`config.mk`:
```
export PLATFORM = sky130hd
export DESIGN_NAME = icycle_ctrl
export DESIGN_NICKNAME = d
export VERILOG_FILES = /design/src/rtl/icycle_ctrl.sv
export SDC_FILE = /design/constraint.sdc
export NUM_CORES = 1
export LEC_CHECK = 0
export CAP_MARGIN = 20
export CORE_MARGIN = 4
export CORE_UTILIZATION = 45
export DETAILED_ROUTE_END_ITERATION = 8
export PLACE_DENSITY_LB_ADDON = 0.1
export SLEW_MARGIN = 20
export SYNTH_ARGS = -nofsm -noshare
export SYNTH_HDL_FRONTEND = slang
export SYNTH_SLANG_ARGS = --single-unit
```
`constraint.sdc`:
```
create_clock -name i_clk -period 1.5 [get_ports i_clk]
set_input_delay 0.15 -clock i_clk [delete_from_list [all_inputs] [get_ports i_clk]]
set_output_delay 0.15 -clock i_clk [all_outputs]
set_load 0.005 [all_outputs]
```
`src/rtl/icycle_ctrl.sv`:
```
// icycle_ctrl: instruction-cycle sequencer FETCH->DECODE->EXEC->MEM->WB with memory handshake, retire counter and HALT/timeout traps
//   Optional feature macro: ICYCLE_STEP_EN (adds i_step_mode; when 1, each retire returns to IDLE)
//   Ports:
//     i_clk        system clock, all state on rising edge
//     i_reset      synchronous active-low reset
//     i_run        start/continue execution, sampled in IDLE
//     i_step_mode  (ICYCLE_STEP_EN only) single-step after each retired instruction
//     i_opcode     opcode from IR, valid from DECODE onward
//     i_mem_ack    memory completes the current request this cycle
//     o_mem_req    memory request (FETCH, MEM)
//     o_mem_we     write strobe (MEM, STORE)
//     o_addr_sel   0 = PC drives address, 1 = ALU result drives address
//     o_ir_ld      load IR (FETCH with ack)
//     o_pc_inc     PC+1 (FETCH with ack)
//     o_pc_ld      PC <- jump target (EXEC, JMP)
//     o_reg_we     register file write (WB)
//     o_state      current state encoding
//     o_icycle     retired-instruction count, wraps
//     o_halted     high in HALT or ERR
//     o_err        high in ERR (memory timeout)
module icycle_ctrl #(
    parameter int OPW         = 4,
    parameter int CYCW        = 16,
    parameter int MEM_TIMEOUT = 15
) (
    input  logic            i_clk,
    input  logic            i_reset,
    input  logic            i_run,
`ifdef ICYCLE_STEP_EN
    input  logic            i_step_mode,
`endif
    input  logic [OPW-1:0]  i_opcode,
    input  logic            i_mem_ack,
    output logic            o_mem_req,
    output logic            o_mem_we,
    output logic            o_addr_sel,
    output logic            o_ir_ld,
    output logic            o_pc_inc,
    output logic            o_pc_ld,
    output logic            o_reg_we,
    output logic [2:0]      o_state,
    output logic [CYCW-1:0] o_icycle,
    output logic            o_halted,
    output logic            o_err
);
    typedef enum logic [2:0] {
        S_IDLE   = 3'd0,
        S_FETCH  = 3'd1,
        S_DECODE = 3'd2,
        S_EXEC   = 3'd3,
        S_MEM    = 3'd4,
        S_WB     = 3'd5,
        S_HALT   = 3'd6,
        S_ERR    = 3'd7
    } state_t;
    localparam logic [OPW-1:0] OP_LOAD  = OPW'(4'h8);
    localparam logic [OPW-1:0] OP_STORE = OPW'(4'h9);
    localparam logic [OPW-1:0] OP_JMP   = OPW'(4'hA);
    localparam logic [OPW-1:0] OP_HALT  = OPW'(4'hF);
    localparam int WW = $clog2(MEM_TIMEOUT + 2);
    // r_wait holds the no-ack cycles already seen; the cycle that would be the
    // MEM_TIMEOUT-th one traps unless ack arrives in it
    localparam logic [WW-1:0] TO_LAST = WW'(MEM_TIMEOUT > 0 ? MEM_TIMEOUT - 1 : 0);
    state_t          r_state, w_next;
    logic [OPW-1:0]  r_op;
    logic [CYCW-1:0] r_icycle;
    logic [WW-1:0]   r_wait;
    logic            w_step, w_retire, w_waiting, w_timeout;
    logic            w_load, w_store, w_jmp;
    state_t          w_retire_dst;
`ifdef ICYCLE_STEP_EN
    assign w_step = i_step_mode;
`else
    assign w_step = 1'b0;
`endif
    assign w_load       = r_op == OP_LOAD;
    assign w_store      = r_op == OP_STORE;
    assign w_jmp        = r_op == OP_JMP;
    assign w_retire_dst = w_step ? S_IDLE : S_FETCH;
    assign w_waiting    = (r_state == S_FETCH || r_state == S_MEM) && !i_mem_ack;
    assign w_timeout    = (MEM_TIMEOUT != 0) && w_waiting && r_wait == TO_LAST;
    always_comb begin
        w_next     = r_state;
        w_retire   = 1'b0;
        o_mem_req  = 1'b0;
        o_mem_we   = 1'b0;
        o_addr_sel = 1'b0;
        o_ir_ld    = 1'b0;
        o_pc_inc   = 1'b0;
        o_pc_ld    = 1'b0;
        o_reg_we   = 1'b0;
        o_halted   = 1'b0;
        o_err      = 1'b0;
        case (r_state)
            S_IDLE:   w_next = i_run ? S_FETCH : S_IDLE;
            S_FETCH: begin
                o_mem_req = 1'b1;
                o_ir_ld   = i_mem_ack;
                o_pc_inc  = i_mem_ack;
                w_next    = i_mem_ack ? S_DECODE : (w_timeout ? S_ERR : S_FETCH);
            end
            // HALT is classified from the live opcode; later states use the latch
            S_DECODE: w_next = (i_opcode == OP_HALT) ? S_HALT : S_EXEC;
            S_EXEC: begin
                o_pc_ld  = w_jmp;
                w_retire = w_jmp;
                w_next   = w_jmp ? w_retire_dst : ((w_load || w_store) ? S_MEM : S_WB);
            end
            S_MEM: begin
                o_mem_req  = 1'b1;
                o_addr_sel = 1'b1;
                o_mem_we   = w_store;
                w_retire   = i_mem_ack && w_store;
                w_next     = i_mem_ack ? (w_store ? w_retire_dst : S_WB) : (w_timeout ? S_ERR : S_MEM);
            end
            S_WB: begin
                o_reg_we = 1'b1;
                w_retire = 1'b1;
                w_next   = w_retire_dst;
            end
            S_HALT:   o_halted = 1'b1;
            S_ERR: begin
                o_halted = 1'b1;
                o_err    = 1'b1;
            end
            default:  w_next = S_IDLE;
        endcase
    end
    always_ff @(posedge i_clk) begin
        if (!i_reset) begin
            r_state  <= S_IDLE;
            r_op     <= '0;
            r_icycle <= '0;
            r_wait   <= '0;
        end else begin
            r_state <= w_next;
            if (r_state == S_DECODE)
                r_op <= i_opcode;
            if (w_retire)
                r_icycle <= r_icycle + 1'b1;
            // any cycle that is not a continuing wait (incl. entry to FETCH/MEM) clears the count
            r_wait <= (w_waiting && !w_timeout) ? r_wait + 1'b1 : '0;
        end
    end
    assign o_state  = r_state;
    assign o_icycle = r_icycle;
endmodule
```
==> run metrics <==
status=finished with violations; failing checks=setup timing; Seq/Total Area, Yosys=34.2%; row cnt=21; overall power=1.51 mW; Register-to-Register Path Depth=8; Post-synth EDFFs=0; Final Routed Wirelength=around 5400 um; I/O Pins=36; Ant. Diodes=0; Final Cycle Share=120%; mux share of post-synthesis cell area=11.0%; Mapped Area=1640 um^2; Initial DRC Count=~130; clock skew=between 0.005 and 0.006 ns; reg2reg end=o_icycle[5]; Vias/cell=5.65; first-pass GRT wire length=about 8300 um; CP startpoint kind=flop; arrival time worst endpoint=2.06 ns; Antenna Nets Post-Route=0; CTS tree=done; Total Routing Usage GR=23.1%; library cells used by synthesis=44; WHS Path Cells=1; final instance area=2780 um^2; Synth async-reset ratio=0%; DRC violations left=0; Final Hold Viols=0; largest family of logic cells by synthesized area=simple AND/OR/NAND/NOR gates; Core ar.=3420 um^2; worst path required time=1.76 ns; Placed Area=2310 um^2; final setup violation count=18; fin cells=315; adder-cell share of the synthesized area=2.29%; reg2reg setup slack=-0.30 ns; Syn Inst Count=184; die area=4670 um^2; Syn Area/Cell=8.90 um^2; Layout area overhead=70.0%; area fraction in compound gates after synthesis=between 15 and 20%; WHS=about 0.44 ns; Post-DP HPWL=3240 um; max-cap violations=0; Sink Count=28; max-slew violations=0; xor/xnor cell area share of the yosys netlist=2.67%; Yosys reg bits=28; Worst-Skew Late Latency=0.33 ns; Max-slew headroom=71.6%; fillers=213; HP Start=r_wait[0]; reg2reg start=r_op[2]; CP Capture Type=flop; Layout Nets=281; final RePlAce weighted congestion=0.936; Initial Util=47.9%; worst vdd rail ir drop=0.000505 V; leading area contributor after synthesis=dfxtp_1; Die Span Y=68.3 um; layout cell share with drive strength beyond 1=between 40% and 50%; RSZ-0062 raised after global routing=true; CTS H-tree depth=1; vias in the first global route=1837; Synth Warn #=0; hold crit path type=flop to flop; Root Buffer=clkbuf_4; Placed Cells incl. Taps=287; Die Width=slightly below 70 um; initial antenna violation count=0; DR WL/cell=between 15 and 20 um; setup ws final=-0.297 ns; WS Path Type=flop to flop; Fmax=556 MHz; Max clock buf depth=2; Syn Nets=195; Lkg Pwr=1.13 nW; power density over the cells=approximately 540 nW/um^2; PortBufs=35; Overflow after GRT=0; hold buffers post-CTS=0; Synth top area share=34.2%; worst-margin pin slew=~0.42 ns; Inserted Clock Buffers=3; Top FF cell, synth=dfxtp_1; via count=1780; CP Max Fanout=6; largest net degree at the start of global routing=21; Pre-antenna DRT Iters=5; WHS Endpoint=r_wait[0]; Clock transition at path regs=roughly 0.15 ns; Synth Area in Simple Gates=~28%; min Tclk post-route=approximately 1.8 ns; Area contributors post-synth=dfxtp_1 34%, mux2i_1 11%, nand2b_1 5.3%
## kinds of logic (layout without fill, tap and decap cells)
kind of cell	after synthesis	after routing
AND/OR/NAND/NOR	83	83
AO/OA/AOI/OAI	30	30
flip-flops	28	28
multiplexers	18	18
buffers and inverters	17	102
XOR/XNOR	5	5
adder cells (fa/ha/maj)	3	3
## routing by layer
layer	vias up	wire length, um	global-route usage (%)	part of all wire [%]
met5	-	0	0	0
met4	0	208	10.9	3.8
met3	24	219	3.28	4.0
met2	69	2840	42.7	52
met1	853	2170	25.5	40
li1	834	-	-	-
## final cells by class
class,instances,area (um^2),area share (%)
Multi-Input combinational cell,139,1210,43.5
Tap cell,46,57.6,2.07
Sequential cell,28,588,21.1
Timing Repair Buffer,92,870,31.2
Inverter,6,22.5,0.809
Clock buffer,4,36.3,1.30
## placed cells by master (no fill, tap or decap), drive strengths merged, types with 2 or more instances in the layout
cell type / count
nand3: 11
nor2: 12
nand2b: 15
clkdlybuf4s50: 17
and4: 2
a211oi: 6
a2111oi: 4
a31oi: 2
nand2: 19
a21oi: 9
xnor2: 4
clkbuf: 7
ha: 3
o21bai: 2
mux2i: 18
nor3: 4
buf: 62
and2: 2
inv: 6
nand4: 4
dfxtp: 28
dlymetal6s2s: 6
and3: 3
o21ai: 2
dlygate4sd2: 3
## critical path, cell delays in order (launching register included)
cell      delay, ns
dfxtp_2        0.36
buf_6          0.11
and4bb_2       0.31
buf_6          0.11
a31oi_4        0.09
buf_4          0.15
buf_12         0.13
a211oi_4       0.25
mux2i_1        0.21
## where the power goes
part	internal, mW	switching (mW)
registers	0.760	0.0185
clock network	0.149	0.222
logic	0.194	0.164
total	1.10	0.405
## worst max path at each step
stage | start | endpoint | slack (ns) | depth (start not counted)
global placement | i_mem_ack | o_icycle[15] | -0.33 | 6
detailed placement | i_mem_ack | o_icycle[14] | -0.40 | 6
CTS | r_op[2] | o_icycle[14] | -0.27 | 5
finish | r_op[2] | o_icycle[5] | -0.30 | 8
floorplan | r_op[2] | o_icycle[11] | -0.08 | 6
global route | r_op[2] | o_icycle[5] | -0.38 | 8
## cells in the mapped netlist (2+ instances only)
cell	n
buf_4	2
o21ai_0	2
and2_1	2
and4_1	2
a21oi_1	9
a2111oi_2	4
mux2i_1	18
nand2_1	19
inv_1	6
nand3_1	11
nand2b_1	14
o21bai_1	2
and3_1	3
nor3_1	4
ha_1	3
clkbuf_1	5
nand4_1	4
xnor2_1	4
a211oi_2	3
buf_2	2
a211oi_1	3
nor2_1	12
buf_6	2
dfxtp_1	28
## state kept, by name, indices dropped and copies added (netlist names)
register  count
r_wait        5
o_state       3
o_icycle     16
r_op          4
## stage by stage
stage | setup TNS [ns] | setup slack (ns) | utilization, %
6_report | -3.76 | -0.297 | 81.5
5_1_grt | -5.26 | -0.380 | 81.5
4_1_cts | -3.72 | -0.270 | 76.3
3_5_place_dp | -5.25 | -0.401 | 67.5
3_3_place_gp | -4.37 | -0.333 | 67.5
2_1_floorplan | -0.705 | -0.0844 | -
## what timing repair did
item	in CTS	in global routing
endpoints found under the hold margin	0	0
resized for setup	59	48
pin swaps	15	9
setup endpoints to repair	30	38
setup buffers	15	10
gates cloned	1	0
(Power assumes the default switching activity.)
